**config.mk**
```make
export PLATFORM = sky130hd
export DESIGN_NAME = iq_age_select
export DESIGN_NICKNAME = d
export VERILOG_FILES = /design/src/rtl/iq_age_select.sv
export SDC_FILE = /design/constraint.sdc
export NUM_CORES = 2
export LEC_CHECK = 0
export CELL_PAD_IN_SITES_DETAIL_PLACEMENT = 2
export CELL_PAD_IN_SITES_GLOBAL_PLACEMENT = 2
export CORE_MARGIN = 5
export CORE_UTILIZATION = 40
export CTS_BUF_LIST = sky130_fd_sc_hd__clkbuf_16
export DETAILED_ROUTE_END_ITERATION = 10
export PLACE_DENSITY = 0.84
export SETUP_SLACK_MARGIN = 0.5
export SYNTH_ARGS = -nofsm -noshare
export SYNTH_HDL_FRONTEND = slang
export SYNTH_SLANG_ARGS = --single-unit
```
**constraint.sdc**
```tcl
create_clock -name clk -period 189.4 [get_ports clk]
set_clock_uncertainty 0.1 [all_clocks]
set_input_delay 37.88 -clock clk [delete_from_list [all_inputs] [get_ports clk]]
set_output_delay 37.88 -clock clk [all_outputs]
set_load 0.01 [all_outputs]
```
**src/rtl/iq_age_select.sv**
```systemverilog
// Multi-port, age-ordered select for an issue queue.
// Each issue port grants the oldest entry that is valid, operand-ready and
// opcode-matched, provided its functional unit can accept.
// Ports are served in priority order, with port 0 highest.
// The block also keeps per-entry age bookkeeping across alloc, issue and flush.
//
// Ports:
//   clk, rst_n      clock, synchronous active-low reset
//   flush           clear every entry (overrides alloc/issue)
//   alloc_*         write one entry (valid/addr/op)
//   req             per-entry operands-ready
//   port_op         opcode class served by each port (slice p)
//   port_ready      per-port functional-unit accept
//   grant[_addr]    registered per-port issue strobe and entry index
//   entry_valid     occupied entries
//   count/full/empty occupancy
//   alloc_err       registered pulse when an alloc hits an occupied entry
module iq_age_select #(
    parameter int unsigned DEPTH        = 16,
    parameter int unsigned ADDR_WIDTH   = 4,
    parameter int unsigned OPCODE_WIDTH = 7,
    parameter int unsigned ISSUE_WIDTH  = 2
) (
    input  logic                                clk,
    input  logic                                rst_n,
    input  logic                                flush,
    input  logic                                alloc_valid,
    input  logic [ADDR_WIDTH-1:0]               alloc_addr,
    input  logic [OPCODE_WIDTH-1:0]             alloc_op,
    input  logic [DEPTH-1:0]                    req,
    input  logic [ISSUE_WIDTH*OPCODE_WIDTH-1:0] port_op,
    input  logic [ISSUE_WIDTH-1:0]              port_ready,
    output logic [ISSUE_WIDTH-1:0]              grant,
    output logic [ISSUE_WIDTH*ADDR_WIDTH-1:0]   grant_addr,
    output logic [DEPTH-1:0]                    entry_valid,
    output logic [ADDR_WIDTH:0]                 count,
    output logic                                full,
    output logic                                empty,
    output logic                                alloc_err
);

    localparam int unsigned CNT_WIDTH = ADDR_WIDTH + 1;

    logic [DEPTH-1:0]        valid_q;
    logic [OPCODE_WIDTH-1:0] op_q  [DEPTH];
    logic [ADDR_WIDTH-1:0]   age_q [DEPTH];
    logic [CNT_WIDTH-1:0]    count_q;

    logic [ISSUE_WIDTH-1:0]  pick_c;
    logic [ADDR_WIDTH-1:0]   pick_idx_c [ISSUE_WIDTH];
    logic [ADDR_WIDTH-1:0]   best_age_c;
    logic [DEPTH-1:0]        issued_c;
    logic [CNT_WIDTH-1:0]    n_issued_c;
    logic [CNT_WIDTH-1:0]    count_kept_c;
    logic [CNT_WIDTH-1:0]    count_next_c;
    logic [ADDR_WIDTH-1:0]   age_next_c [DEPTH];
    logic                    alloc_ok_c;

    // Priority chain of oldest-first pickers; issued_c masks earlier ports' picks.
    always_comb begin
        issued_c   = '0;
        pick_c     = '0;
        best_age_c = '0;
        for (int p = 0; p < ISSUE_WIDTH; p++) begin
            pick_idx_c[p] = '0;
            best_age_c    = '0;
            for (int i = 0; i < DEPTH; i++) begin
                if (valid_q[i] && req[i] && !issued_c[i] && port_ready[p] &&
                    (op_q[i] == port_op[p*OPCODE_WIDTH +: OPCODE_WIDTH]) &&
                    (!pick_c[p] || (age_q[i] < best_age_c))) begin
                    pick_c[p]     = 1'b1;
                    pick_idx_c[p] = ADDR_WIDTH'(i);
                    best_age_c    = age_q[i];
                end
            end
            if (pick_c[p]) begin
                issued_c[pick_idx_c[p]] = 1'b1;
            end
        end
    end

    // Age compaction: each survivor drops by the number of older entries issued.
    always_comb begin
        n_issued_c = '0;
        for (int i = 0; i < DEPTH; i++) begin
            if (issued_c[i]) begin
                n_issued_c = n_issued_c + CNT_WIDTH'(1);
            end
        end
        for (int i = 0; i < DEPTH; i++) begin
            age_next_c[i] = '0;
            if (valid_q[i] && !issued_c[i]) begin
                age_next_c[i] = age_q[i];
                for (int j = 0; j < DEPTH; j++) begin
                    if (issued_c[j] && (age_q[j] < age_q[i])) begin
                        age_next_c[i] = age_next_c[i] - ADDR_WIDTH'(1);
                    end
                end
            end
        end
    end

    // An entry being issued this cycle is still valid here, so allocating into it is rejected.
    assign alloc_ok_c   = alloc_valid && !valid_q[alloc_addr];
    assign count_kept_c = count_q - n_issued_c;
    assign count_next_c = count_kept_c + CNT_WIDTH'(alloc_ok_c);

    // Entry state, occupancy and registered grant/error outputs.
    always_ff @(posedge clk) begin
        if (!rst_n) begin
            valid_q    <= '0;
            count_q    <= '0;
            grant      <= '0;
            grant_addr <= '0;
            alloc_err  <= 1'b0;
            full       <= 1'b0;
            empty      <= 1'b1;
            for (int i = 0; i < DEPTH; i++) begin
                op_q[i]  <= '0;
                age_q[i] <= '0;
            end
        end else if (flush) begin
            valid_q    <= '0;
            count_q    <= '0;
            grant      <= '0;
            grant_addr <= '0;
            alloc_err  <= 1'b0;
            full       <= 1'b0;
            empty      <= 1'b1;
            for (int i = 0; i < DEPTH; i++) begin
                age_q[i] <= '0;
            end
        end else begin
            for (int i = 0; i < DEPTH; i++) begin
                age_q[i] <= age_next_c[i];
                if (issued_c[i]) begin
                    valid_q[i] <= 1'b0;
                end
            end
            // New entry becomes the youngest after this cycle's compaction.
            if (alloc_ok_c) begin
                valid_q[alloc_addr] <= 1'b1;
                op_q[alloc_addr]    <= alloc_op;
                age_q[alloc_addr]   <= ADDR_WIDTH'(count_kept_c);
            end
            count_q   <= count_next_c;
            full      <= (count_next_c == CNT_WIDTH'(DEPTH));
            empty     <= (count_next_c == '0);
            alloc_err <= alloc_valid && !alloc_ok_c;
            for (int p = 0; p < ISSUE_WIDTH; p++) begin
                grant[p]                                <= pick_c[p];
                grant_addr[p*ADDR_WIDTH +: ADDR_WIDTH]  <= pick_c[p] ? pick_idx_c[p] : '0;
            end
        end
    end

    assign entry_valid = valid_q;
    assign count       = count_q;

endmodule
```
==> impl_metrics.py <==
metrics = {
    "cells_and_area": {
        "final_cell_mix": "ha_1 (801), nand2_1 (628), xnor2_1 (596)",
        "instances_no_fill": 8706,
        "drive_gt1_share_pct": 7.893,
        "layout_commonest_cell": "ha_1",
        "syn_to_final_growth_pct": 8.900,
        "nets": 7758,
    },
    "worst_setup_path": {
        "critPathMaxFanout": 16,
        "cpPeakStageDelay_ns": 0.77,
        "setup.worst_path.start": "port_op[1]",
        "reg2reg_from": "entry_valid[0]",
        "rrSetupSlack_ns": 121.40,
        "cp.required_ns": 189.68,
        "cp_common_cell": "ha_1",
        "r2r_end": "age_q[12][3]",
        "critPathSlowestCell": "or4b_1",
        "criticalPathCategory": "in2reg",
        "cp-start-kind": "primary input",
        "worstSetupEndpoint": "age_q[12][3]",
        "rr_worst_depth": 283,
        "crit_path_end_kind": "flip-flop",
        "arrival_ns": 105.73,
    },
    "floorplanning": {
        "coreArea_um2": 133500,
        "die_w_um": 376.2,
        "io_pins": 81,
        "initial_core_util_pct": 40.20,
        "die-area_um2": 141500,
        "die_h_um": 376.2,
        "num_rows": 134,
    },
    "power_and_ir_drop": {
        "leakagePower_nw": 23.51,
        "p_comb_share_pct": 37.3,
        "p_switching_uw": 74.43,
        "pwr-share-clk_pct": 33.0,
        "p_per_area_nw_per_um2": 3.153,
        "swShare_pct": 40.41,
        "p_seq_share_pct": 29.7,
        "power.internal_uw": 109.8,
        "irDropWorstVdd_mv": 0.006971,
        "p_total_uw": 184.2,
    },
    "synthesis": {
        "synth-seq-cells": 210,
        "ys_warn_count": 0,
        "synth_edf_count": 176,
        "syn_area_per_cell_um2": 7.894,
        "synthCells": 6796,
        "synthArstFlopShare_pct": 0,
        "ys.flop_type": "edfxtp_1",
        "synthDistinctLibCells": 148,
        "ys_seq_area_share_pct": 11.12,
        "synth_area_um2": 53650,
    },
    "drt": {
        "drt_drc_violations_left": 0,
        "wirelength_mm": 295.9,
        "dr.pass1.iters": 5,
        "postRouteAntennaNets": 0,
        "drt-initial-drc-count": 5521,
        "wl_per_cell_um": 33.99,
        "vias": 59716,
        "via_per_inst": 6.859,
    },
    "placement": {
        "pre_cts_ws_ns": 85.66,
        "io_buffers": 80,
        "routabilityCongestion": 0.9881,
        "dpl.hpwl_mm": 225.2,
        "dp.cells": 8647,
    },
    "clock_tree": {
        "postCtsSetupRepairBufs": 0,
        "cts_resized": 0,
        "cts.sinks": 210,
        "ctsHoldBuffers": 0,
        "path_clk_slew_ns": 0.07,
        "clockRootBuffer": "clkbuf_16",
        "htreeDepth": 1,
        "clkLatencyLatePin_ns": 0.64,
        "cts_buffers": 28,
        "clk_path_buf_depth": 3,
        "cts_tree": "built",
    },
    "worst_hold_path": {
        "worstHoldPathType": "reg2reg",
    },
    "timing": {
        "max_slew.worst_pin.slew_ns": 1.412,
        "tns_ns": 0,
        "fin_crit_sh_pct": 55.67,
        "hold_viol_final": 0,
        "report.final.slew_viol_count": 0,
        "rsz0062_at_grt": "no",
        "setup-violations-final": 0,
        "max_freq_ghz": 0.009484,
        "relSlewSlack_pct": 5.774,
        "final.min_clock_period_ns": 105.45,
        "holdWs_ns": 0.6890,
        "setup_slack_ns": 83.95,
    },
    "global_routing": {
        "grt_pass1_vias": 63816,
        "gr-total-overflow": 0,
        "grt_pass1_wl_mm": 425.3,
        "antenna_found_initial": 21,
        "track_usage_pct": 39.82,
        "grt_max_degree": 33,
    },
    "outcome": {
        "status": "complete, no violations",
    },
    "flow_run": {
        "maxCapViolCount": 0,
    },
}
==> metrics by stage <==
| stage | cell area, um^2 | util (%) |
|---|---|---|
| 2_1_floorplan | 53890 | - |
| 3_3_place_gp | 57440 | 43.04 |
| 3_5_place_dp | 57440 | 43.04 |
| 4_1_cts | 58400 | 43.76 |
| 5_1_grt | 58410 | 43.77 |
| 6_report | 58420 | 43.78 |
==> cell usage after synthesis (87+ instances only) <==
cell / count / share of area, %
ha_1: 801 / 19
nand2_1: 628 / 4.4
xnor2_1: 598 / 9.8
nor2_1: 488 / 3.4
a21oi_1: 293 / 2.7
o21ai_0: 288 / 2.7
xor2_1: 281 / 4.6
nand3_1: 257 / 2.4
inv_1: 239 / 1.7
nand4_1: 195 / 2.3
and3_1: 185 / 2.2
clkbuf_1: 183 / 1.3
nand2b_1: 182 / 2.1
edfxtp_1: 176 / 9.9
nor2b_1: 158 / 1.8
and2_1: 123 / 1.4
nor3_1: 107 / 1.0
a21o_1: 87 / 1.2
==> layout make-up <==
| type | instances | area [um^2] |
|---|---|---|
| Tap cell | 1768 | 2212 |
| Multi-Input combinational cell | 6139 | 46050 |
| Timing Repair Buffer | 272 | 2242 |
| Clock buffer | 30 | 750.7 |
| Sequential cell | 210 | 5966 |
| Clock inverter | 21 | 216.5 |
| Antenna cell | 8 | 20.02 |
| Inverter | 258 | 968.4 |
| Fill cell | 15218 | 75030 |
==> critical path: cells and delay by family <==
family / cells / cell delay, ns
adders and majority gates: 41 / 12.48
AOI/OAI and AO/OA: 121 / 29.59
buffers and inverters: 20 / 3.20
muxes: 11 / 3.53
and+or+nand+nor: 87 / 17.62
xor gates and xnor gates: 6 / 1.27
==> flip-flops by register name (all words and copies together) (netlist names) <==
| name | cells |
|---|---|
| count | 5 |
| alloc_err | 1 |
| entry_valid | 16 |
| full | 1 |
| age_q | 64 |
| grant | 2 |
| op_q | 112 |
| empty | 1 |
| grant_addr | 8 |
==> power by group through the flow <==
stage / logic (mW) / clock network, mW / registers [mW]
floorplan: 0.0394 / 0 / 0.0551
global route: 0.0724 / 0.0625 / 0.0547
finish: 0.0687 / 0.0608 / 0.0547
global placement: 0.0599 / 0 / 0.0552
CTS: 0.0663 / 0.0607 / 0.0545
detailed placement: 0.0650 / 0 / 0.0555
==> logic make-up after synthesis <==
| family | share of synthesized area (%) |
|---|---|
| and+or+nand+nor | 25.78 |
| AOI/OAI and AO/OA | 19.29 |
| xor gates and xnor gates | 18.03 |
| adders and majority gates | 18.89 |
| buffers and inverters | 3.771 |
| DFF | 11.12 |
| muxes | 3.113 |
| other | 0.006990 |
==> worst min-delay path by stage <==
stage | from | to | depth (start not counted)
floorplan | entry_valid[12] | entry_valid[12] | 2
global placement | entry_valid[2] | entry_valid[2] | 2
detailed placement | entry_valid[15] | entry_valid[15] | 2
CTS | entry_valid[15] | entry_valid[15] | 2
global route | entry_valid[10] | entry_valid[10] | 3
finish | entry_valid[12] | entry_valid[12] | 3
==> routing by layer <==
layer	wire length (um)	vias up	global-route usage [%]
li1	-	25222	-
met5	46	-	0
met3	29350	1186	8.821
met1	113400	30059	48.25
met4	26090	8	28.62
met2	127000	3241	62.29
Power figures use the tool's default switching activity.
